[src/rtl/ciphertext_packer.sv]
// rtl/ciphertext_packer.sv - packs LANES ciphertext values per word into a DEPTH-word output FIFO
// Optional macro PACK_PRECHARGE_EN: zero-precharge cycle after each pop, assembly cleared after each push.
module ciphertext_packer #(
   parameter int WIDTH = 8,
   parameter int LANES = 4,
   parameter int DEPTH = 4
) (
   input  logic                       clk,
   input  logic                       rst,
   input  logic                       in_valid,
   input  logic [WIDTH-1:0]           in_data,
   input  logic                       flush,
   output logic                       out_valid,
   input  logic                       out_ready,
   output logic [WIDTH*LANES-1:0]     out_data,
   output logic [$clog2(LANES):0]     out_lanes,
   output logic [$clog2(DEPTH):0]     fifo_level,
   output logic                       overflow,
   input  logic                       clear_ovf
);
   localparam int LW = $clog2(LANES) + 1;
   localparam int PW = $clog2(DEPTH);
   localparam int FW = PW + 1;
   localparam int DW = WIDTH * LANES;

   logic [LW-1:0] lane_cnt;
   logic [LW-1:0] push_lanes;
   logic [DW-1:0] asm_q;
   logic [DW-1:0] asm_d;
   logic [DW-1:0] push_word;
   logic [DW-1:0] data_mem [DEPTH];
   logic [LW-1:0] lanes_mem [DEPTH];
   logic [PW-1:0] wr_ptr;
   logic [PW-1:0] rd_ptr;
   logic          push;
   logic          pop;
   logic          full;
   logic          empty;
   logic          store;
   logic          drop;
   logic          hold;

   always_comb begin
      asm_d = asm_q;
      for (int i = 0; i < LANES; i++) begin
         if (in_valid && lane_cnt == LW'(i)) asm_d[i*WIDTH +: WIDTH] = in_data;
      end
      push_lanes = lane_cnt + LW'(in_valid);
      push = (in_valid && lane_cnt == LW'(LANES - 1)) || (flush && push_lanes != '0);
      // lanes beyond the filled count are zero-padded so stale assembly lanes never leak
      push_word = '0;
      for (int i = 0; i < LANES; i++) begin
         if (LW'(i) < push_lanes) push_word[i*WIDTH +: WIDTH] = asm_d[i*WIDTH +: WIDTH];
      end
   end

   always_comb begin
      empty     = (fifo_level == '0);
      full      = (fifo_level == FW'(DEPTH));
      out_valid = !empty && !hold;
      pop       = out_valid && out_ready;
      store     = push && (!full || pop);
      drop      = push && full && !pop;
      out_data  = out_valid ? data_mem[rd_ptr] : '0;
      out_lanes = out_valid ? lanes_mem[rd_ptr] : '0;
   end

   always_ff @(posedge clk or posedge rst) begin
      if (rst) begin
         lane_cnt   <= '0;
         asm_q      <= '0;
         wr_ptr     <= '0;
         rd_ptr     <= '0;
         fifo_level <= '0;
         overflow   <= 1'b0;
         hold       <= 1'b0;
      end else begin
         if (push) lane_cnt <= '0;
         else if (in_valid) lane_cnt <= lane_cnt + LW'(1);
`ifdef PACK_PRECHARGE_EN
         asm_q <= push ? '0 : asm_d;
         hold  <= pop;
`else
         asm_q <= asm_d;
         hold  <= 1'b0;
`endif
         if (store) wr_ptr <= wr_ptr + PW'(1);
         if (pop) rd_ptr <= rd_ptr + PW'(1);
         case ({store, pop})
            2'b10:   fifo_level <= fifo_level + FW'(1);
            2'b01:   fifo_level <= fifo_level - FW'(1);
            default: fifo_level <= fifo_level;
         endcase
         // a drop on the same edge as clear_ovf keeps the flag set
         if (drop) overflow <= 1'b1;
         else if (clear_ovf) overflow <= 1'b0;
      end
   end

   always_ff @(posedge clk) begin
      if (store) begin
         data_mem[wr_ptr]  <= push_word;
         lanes_mem[wr_ptr] <= push_lanes;
      end
   end

endmodule

[config.mk]
export PLATFORM = sky130hd
export DESIGN_NAME = ciphertext_packer
export DESIGN_NICKNAME = d
export VERILOG_FILES = /design/src/rtl/ciphertext_packer.sv
export SDC_FILE = /design/constraint.sdc
export NUM_CORES = 1
export LEC_CHECK = 0
export ABC_AREA = 1
export CELL_PAD_IN_SITES_DETAIL_PLACEMENT = 1
export CELL_PAD_IN_SITES_GLOBAL_PLACEMENT = 1
export CORE_ASPECT_RATIO = 2
export CORE_MARGIN = 2
export CORE_UTILIZATION = 53
export CTS_BUF_LIST = sky130_fd_sc_hd__clkbuf_4 sky130_fd_sc_hd__clkbuf_8
export CTS_CLUSTER_DIAMETER = 60
export DETAILED_ROUTE_END_ITERATION = 8
export PLACE_DENSITY = 0.95
export SLEW_MARGIN = 20
export SYNTH_ARGS = -nofsm -noshare
export SYNTH_HDL_FRONTEND = slang
export SYNTH_SLANG_ARGS = --single-unit
[constraint.sdc]
create_clock -name clk -period 6.4 [get_ports clk]
set_input_delay 1.28 -clock clk [delete_from_list [all_inputs] [get_ports clk]]
set_output_delay 1.28 -clock clk [all_outputs]
set_load 0.02 [all_outputs]
# Yosys cells after proc, flatten, opt, wreduce, memory -nomap -nowiden
# Memories as Yosys holds them, arrays and structs flattened.
# Cells that the tools add are included.
# op_classes
n_eq_ne,6
mux,17
add_sub_neg,6
reduce_logical,20
order_cmp,4
# op_table
cell,count
two-way mux 8 bit,8
two-way mux 32 bit,1
logical AND 1 bit,9
two-way mux 3 bit,3
"adder 3 x 1 -> 3 bit, second input constant",2
"== test 3 x 2 -> 1 bit, second input constant",2
logical NOT 3 bit,2
"less-than comparator 1 x 3 -> 1 bit, first input constant",2
"less-than comparator 2 x 3 -> 1 bit, first input constant",2
one-hot mux 3 bit (2 select lines),1
nonzero test 2 bit,3
"adder 2 x 1 -> 2 bit, second input constant",2
two-way mux 1 bit,4
adder 3 x 1 -> 3 bit,1
"== test 3 x 1 -> 1 bit, second input constant",1
"== test 3 bit, second input constant",1
logical NOT 1 bit,3
nonzero test 3 bit,1
"subtractor 3 x 1 -> 3 bit, second input constant",1
"== test 2 x 1 -> 1 bit, second input constant",1
"== test 2 bit, second input constant",1
logical OR 1 bit,2
# word_totals
out_inout_bits,40
mem_bits_rw,140
mem_count,2
ff_bits,43
# memory_table
name,depth,word_bits,rd,rd_clocked_by_memory_dff,write_ports,line,rtl
data_mem,4,32,1,0,1,31,logic [DW-1:0] data_mem [DEPTH];
lanes_mem,4,3,1,0,1,32,logic [LW-1:0] lanes_mem [DEPTH];

# Logic depth before layout (Yosys ltp)
# Gate-level depths: netlist (run 1).
# logic_depth
ltp_word,7
ltp_mapped,14
mapped_depth_nobuf,14

# Worst setup path after synthesis (run 1)
# OpenSTA, ideal clock, no wires.
# synth_path
path_kind,input to register
startpoint,input port in_valid
endpoint,"memory data_mem[0][0] (netlist name), enable pin"
required_time_ps,5973
cell_stages,8
t_arrival_ps,3697
slack_ps,2276
setup_time_ps,427
path_buffers,0
cell_sequence,ha_1 -> ha_1 -> nor2_1 -> nand3_2 -> nand2_4 -> nand2_4 -> nand2_2 -> nor2_1
# synth_via
elab_chain_len,7
# synth_lines
item,line,rtl
"start, declared",10,"input logic in_valid,"
adder 3 x 1 -> 3 bit,48,push_lanes = lane_cnt + LW'(in_valid);
via push_lanes[1],27,logic [LW-1:0] push_lanes;
nonzero test 3 bit,49,push = (in_valid && lane_cnt == LW'(LANES - 1)) || (flush && push_lanes != '0);
logical AND 1 bit,49,
logical OR 1 bit,49,
logical AND 1 bit,62,store = push && (!full || pop);
two-way mux 1 bit,101,if (store) begin
two-way mux 1 bit (not written as such),102,data_mem[wr_ptr] <= push_word;
"end, declared",31,
# The timed path passes the listed nets, and every way through them passes these cells.

# Final worst setup path (run 1)
# layout_path
startpoint,register rd_ptr[0]
endpoint,output port out_lanes[1]
# layout_via
elab_chain_len,2
# layout_lines
item,line,rtl
"start, declared",34,logic [PW-1:0] rd_ptr;
"start signal, assigned",88,if (pop) rd_ptr <= rd_ptr + PW'(1);
memory (4 x 3 bit),-,
two-way mux 3 bit,65,out_lanes = out_valid ? lanes_mem[rd_ptr] : '0;
"end, declared",16,"output logic [$clog2(LANES):0] out_lanes,"
# Every way passes these cells.

==> reports/metrics.yaml, run 1 <==
run_status:
  status: "finished clean"
timing:
  skew_ps: 13.9
  fin_crit_ps: 4310
  max_freq_mhz: 232
  tightestPinTransition_ps: 1050
  hold_violations: 0
  hold_slack_ps: 503
  drv_slew: 0
  period_share_pct: 67.3
  finalSetupTns_ps: 0
  relSlewSlack_pct: 30.3
  rsz0062_at_grt: "no"
  setup_viol: 0
logic_synthesis:
  synth_top_cell_by_area: "edfxtp_1"
  synth.area.top_cells: "edfxtp_1 54%, dfrtp_1 14%, nor2_1 7.5%"
  syn_avg_cell_area_um2: 11.5
  ys.warnings.count: 0
  syn_area_mm2: 0.00781
  yosys.area.top_type_share_pct: 53.8
  syn_inst: 678
  ys_seq_area_share_pct: 67.6
  synth.most_common_cell: "nor2_1"
  ys_types: 33
  ys.flop_type: "edfxtp_1"
  synthArstFlopShare_pct: 23.5
  synth_fp_nets: 704
  synth_edf_count: 140
  yosys_register_bits: 183
  yosys-top-cells-count: "157 x nor2_1, 140 x edfxtp_1, 73 x o21ai_0, 53 x inv_1, 52 x a21oi_1"
floorplan:
  fp.coreArea_mm2: 0.0144
  initial_utilization_pct: 54.4
  die_area_mm2: 0.0158
  num_rows: 62
  pin_count: 54
  die-height_um: 176
  die_w_um: 89.9
worst_setup_path:
  criticalPathCategory: "reg -> out"
  cp_data_arrival_time_ps: 3030
  endpoint_kind: "primary output"
  worst_ep_required_time_ps: 5120
  startpoint_type: "register"
  path_max_fanout: 71
global_route:
  use_met3_pct: 4.93
  grt_pass1_wl_um: 32600
  grt.overflow.total: 0
  grt_pass1_vias: 6034
  grt_max_degree: 72
  grt_usage_pct: 27.8
  grtUsageMet1_pct: 29.6
  antenna_found_initial: 0
  use_met2_pct: 50.9
  busiest_layer: "met2"
cts:
  clk_pin_slew_ps: 100
  cts_root_buf: "clkbuf_8"
  cts.sinks: 183
  postCtsHoldBufs: 0
  cts_made_buffers: 17
  cts_setup_buffers: 0
  clock_latency_ps: 480
  cts_max_level: 4
  ctsLongestPathBuffers: 2
  cts_tree: "yes"
  cts-resized-gates: 0
placed_design:
  portBuffers: 53
  post-dp-hpwl_um: 13400
  gp_congestion: 0.802
route:
  firstDrtPassIters: 5
  num_vias: 5358
  viasPerCell: 5.76
  drt-initial-drc-count: 502
  drc: 0
  wl_um: 20900
  ant_nets: 0
  drt-wirelength-per-cell_um: 22.4
layout:
  drive_gt1_share_pct: 11.5
  area_growth_syn_to_layout_pct: 13.9
  nNetsFinal: 751
  num_antenna_cells: 0
power_and_ir_drop:
  p_per_area_mw_per_mm2: 582
  p_leak_uw: 0.00338
  ir_worst_vdd_v: 0.000387
hold_path:
  hp-class: "reg -> reg"
run:
  cap_violations: 0
[state kept, by name, summed over array words and instances, names as in the netlist]
register and cells:
asm_q 32, lanes_mem 12, data_mem 128, wr_ptr 2, fifo_level 3, lane_cnt 3, overflow 1, rd_ptr 2
[per-layer routing]
layer	vias up	wire, µm
met5	-	0
met4	0	893
met3	62	982
met2	220	11600
met1	2686	7380
li1	2390	-
[power by group]
part | switching [µW] | leakage [µW] | internal, µW
registers | 126 | 0.00181 | 1800
logic | 1580 | 0.00135 | 802
clock network | 430 | 0.000220 | 441
total | 2130 | 0.00338 | 3050
[cell families after synthesis]
group           count (synthesis)  share of synthesized area [%]
simple gates                  228                           13.5
flops                         183                           67.6
compound gates                160                           11.2
buf+inv                        92                           5.33
fa+ha+maj                      12                           2.02
xor+xnor                        3                          0.336
[area by class of cell]
cell class / instances / area [µm²]
Multi-Input combinational cell: 403 / 2130
Inverter: 60 / 228
Timing Repair Buffer: 60 / 583
Fill cell: 1454 / 5450
Clock inverter: 13 / 195
Clock buffer: 19 / 249
Sequential cell: 183 / 5280
Tap cell: 192 / 240
[path summary, 6_finish.rpt]
| path | cells after the start | slack (ps) | start | to |
|---|---|---|---|---|
| worst max-delay path | 4 | 2090 | rd_ptr[0] | out_lanes[1] |
| worst min-delay path | 2 | 500 | asm_q[11] | asm_q[11] |
| worst max register to register | 7 | 3720 | lane_cnt[0] | data_mem[0][16] |
| worst min register to register | 2 | 500 | asm_q[11] | asm_q[11] |
| max in group asynchronous | 3 | 4660 | rst | rd_ptr[0] |
| min in group asynchronous | 3 | 1270 | rst | fifo_level[2] |
[metrics by stage]
step	utilization [%]	cells	cell area, µm²	power, µW	setup WS, ps
after global routing	62.0	930	8900	5450	1950
after CTS	62.0	930	8900	5190	2040
after detailed placement	58.9	898	8460	4290	2140
after floorplan	-	678	7810	3370	2280
final	62.0	930	8900	5180	2090
after global placement	58.9	898	8460	4050	2470
[cell usage in the layout, fill, tap and decap left out, types with 2 or more instances in the layout]
cell type and instances:
or2_1 15, a21oi_1 52, bufinv_16 4, nand3_2 5
a211oi_2 4, dfrtp_1 42, nand2_1 17, inv_2 6
inv_1 53, or2_2 10, nand3_4 2, inv_6 4
clkbuf_8 17, a211oi_1 12, clkinvlp_4 2, clkdlybuf4s50_1 53
edfxtp_1 140, clkbuf_4 2, nand2_4 5, o22ai_1 2
buf_4 7, o21ai_0 73, ha_1 11, xor2_1 3
nor2_1 153, nand2_2 4, nand3_1 3, o21ai_2 2
o21ai_1 14, and2_1 8, nor2_2 4
[critical path, cell delays in order, from the launching register on]
cell and delay [ps]:
dfrtp_2 420, inv_2 740, o21ai_0 280, a21oi_1 400, clkdlybuf4s50_1 690
Power figures use the tool's default switching activity.
==> run 2: changes to the inputs <==
--- a/config.mk
+++ b/config.mk
@@ -10,11 +10,11 @@
 export CELL_PAD_IN_SITES_GLOBAL_PLACEMENT = 1
 export CORE_ASPECT_RATIO = 2
 export CORE_MARGIN = 2
-export CORE_UTILIZATION = 53
+export CORE_UTILIZATION = 49
 export CTS_BUF_LIST = sky130_fd_sc_hd__clkbuf_4 sky130_fd_sc_hd__clkbuf_8
 export CTS_CLUSTER_DIAMETER = 60
 export DETAILED_ROUTE_END_ITERATION = 8
-export PLACE_DENSITY = 0.95
+export PLACE_DENSITY = 0.9
 export SLEW_MARGIN = 20
 export SYNTH_ARGS = -nofsm -noshare
 export SYNTH_HDL_FRONTEND = slang
==> constraint.sdc (replaced) <==
create_clock -name clk -period 4.4 [get_ports clk]
set_input_delay 0.88 -clock clk [delete_from_list [all_inputs] [get_ports clk]]
set_output_delay 0.88 -clock clk [all_outputs]
set_load 0.02 [all_outputs]
==> run 2 against run 1 <==
Largest cell class unchanged. Hold slack worse by 22 ps. Combinational power increased by 45%. Total power increased by 43%. First-iteration DRC count fell by 33%. Die area grew 7.9%. Flip-flop and latch count unchanged. Highest routed layer unchanged. Worst setup slack worse by 1600 ps. Clock skew fell by 3.1 ps. Non-clock buffer count grew 3. Global-route usage fell by 2.5 points. Sequential share of layout area shrank 0.092 points.
==> reports/metrics.yaml, run 2 (synthesized netlist as in run 1, its figures left out) <==
run_status:
  status: "finished clean"
worst_setup_path:
  criticalPathCategory: "reg -> out"
  worst_ep_required_time_ps: 3520  # -1600 ps
  startpoint_type: "register"
  endpoint_kind: "primary output"
  cp_data_arrival_time_ps: 3020  # about the same
  path_max_fanout: 71  # unchanged
timing:
  fin_crit_ps: 3900
  tightestPinTransition_ps: 937  # -108 ps
  relSlewSlack_pct: 37.5  # +7.2 points
  hold_slack_ps: 481  # -22.0 ps
  period_share_pct: 88.6
  hold_violations: 0  # unchanged
  drv_slew: 0  # unchanged
  rsz0062_at_grt: "no"
  setup_viol: 0  # unchanged
  skew_ps: 10.8  # -3.06 ps
  finalSetupTns_ps: 0  # unchanged
  max_freq_mhz: 256
layout:
  mostFrequentLayoutCells: "153 x nor2_1, 140 x edfxtp_1, 73 x o21ai_0, 53 x inv_1, 53 x clkdlybuf4s50_1"
  mostFrequentLayoutCell: "nor2_1"
  fillers: 1610  # +11%
  drive_gt1_share_pct: 11.7  # +0.22 points
  multiInputGateArea_mm2: 0.00214  # +0.47%
  nNetsFinal: 754  # +0.40%
  reg_top3: "data_mem: 128 flops, asm_q: 32 flops, lanes_mem: 12 flops"
  regArea_mm2: 0.00528  # unchanged
  area_growth_syn_to_layout_pct: 14.1
  largest_reg_flops: 128  # unchanged
  num_antenna_cells: 0  # unchanged
  max_flop_register: "data_mem"
power_and_ir_drop:
  p_comb_share_pct: 46.4  # +0.5 points
  ir_worst_vdd_v: 0.000381  # -1.5%
  clockPowerShare_pct: 15.9  # -0.9 points
  sw_frac_of_total_pct: 41.1  # -0.076 points
  internal_power_uw: 4380  # +44%
  power.switching_uw: 3050  # +43%
  power_frac_seq_pct: 37.7  # +0.4 points
  p_leak_uw: 0.00338  # +0.14%
  p_per_area_mw_per_mm2: 833  # +43%
route:
  ant_nets: 0  # unchanged
  viasPerCell: 5.59  # -2.9%
  drc: 0  # unchanged
  drt-initial-drc-count: 336  # -33%
  wl_um: 20300  # -2.7%
  num_vias: 5269  # -1.7%
  firstDrtPassIters: 4  # -1
  drt-wirelength-per-cell_um: 21.5  # -3.9%
cts:
  postCtsHoldBufs: 0  # unchanged
  clock_latency_ps: 460  # -20 ps
  cts_root_buf: "clkbuf_8"
  cts_max_level: 4  # unchanged
  cts-resized-gates: 0  # unchanged
  cts_setup_buffers: 0  # unchanged
  ctsLongestPathBuffers: 2  # unchanged
  cts.sinks: 183  # unchanged
  cts_made_buffers: 17  # unchanged
  cts_tree: "yes"
  clk_pin_slew_ps: 90  # about the same
floorplan:
  die-height_um: 183  # +3.9%
  initial_utilization_pct: 49.8  # -4.7 points
  pin_count: 54  # unchanged
  die_area_mm2: 0.0170  # +7.9%
  die_w_um: 93.3  # +3.8%
  num_rows: 65  # +4.8%
  fp.coreArea_mm2: 0.0157  # +9.4%
global_route:
  grt_pass1_wl_um: 32000  # -1.9%
  grt_max_degree: 72  # unchanged
  grt.overflow.total: 0  # unchanged
  antenna_found_initial: 0  # unchanged
  grt_usage_pct: 25.3  # -2.5 points
  grt_pass1_vias: 5938  # -1.6%
hold_path:
  hp-class: "reg -> reg"
placed_design:
  gp_congestion: 0.808  # +0.75%
  portBuffers: 53  # unchanged
  post-dp-hpwl_um: 13500  # +0.71%
run:
  cap_violations: 0  # unchanged
## run 2: cell types whose count changed in the layout (fill, tap and decap cells not counted), sizes merged
| cell | previous run | this run |
|---|---|---|
| clkbuf | 19 | 18 |
| clkinv | 2 | 6 |
| bufinv | 4 | 3 |
| buf | 7 | 10 |
| inv | 65 | 64 |
| clkinvlp | 2 | 1 |
## run 2: per-stage QoR
step / power, µW / utilization [%] / worst slack (ps) / cells / cell area, µm²
floorplan: 4900 / - / 676 / 678 / 7810
global route: 7840 / 56.8 / 448 / 942 / 8920
detailed placement: 6260 / 54.2 / 591 / 910 / 8500
finish: 7430 / 56.8 / 500 / 942 / 8920
global placement: 5950 / 54.2 / 689 / 910 / 8500
CTS: 7460 / 56.8 / 547 / 942 / 8920
## run 2: power by group through the flow
stage | registers [µW] | clock network (µW) | logic [µW]
finish | 2800 | 1180 | 3450
CTS | 2800 | 1200 | 3460
global placement | 2780 | 0 | 3180
global route | 2840 | 1270 | 3730
detailed placement | 2830 | 0 | 3420
floorplan | 2780 | 0 | 2110
## run 2: worst paths after layout
check,end,slack (ps),cells past startpoint,from
min reg2reg,asm_q[10],480,2,asm_q[10]
max,out_lanes[0],500,6,rd_ptr[0]
max reg2reg,data_mem[3][22],1780,9,lane_cnt[0]
min in group asynchronous,asm_q[21],920,2,rst
min,asm_q[10],480,2,asm_q[10]
max in group asynchronous,asm_q[11],2730,3,rst
## run 2: metal layers
layer	up-vias	share of wire (%)	GRT usage [%]	routed length [µm]
met5	-	0	0	0
met4	0	5.6	16.9	1140
met3	61	3.2	4.50	657
met2	152	54	43.4	10900
met1	2648	38	28.0	7630
li1	2408	-	-	-
## run 2: critical path, cell delays in order (launching register included)
cell and delay, ps:
dfrtp_2 380, buf_4 640, nor2_1 150, nor2_1 130, o21ai_0 110, a21oi_1 440
clkdlybuf4s50_1 700
## run 2: area by class of cell
| class | instances | area share [%] |
|---|---|---|
| Inverter | 60 | 2.55 |
| Tap cell | 201 | 2.82 |
| Multi-Input combinational cell | 403 | 24.0 |
| Clock inverter | 14 | 1.94 |
| Timing Repair Buffer | 63 | 6.79 |
| Sequential cell | 183 | 59.2 |
| Clock buffer | 18 | 2.71 |
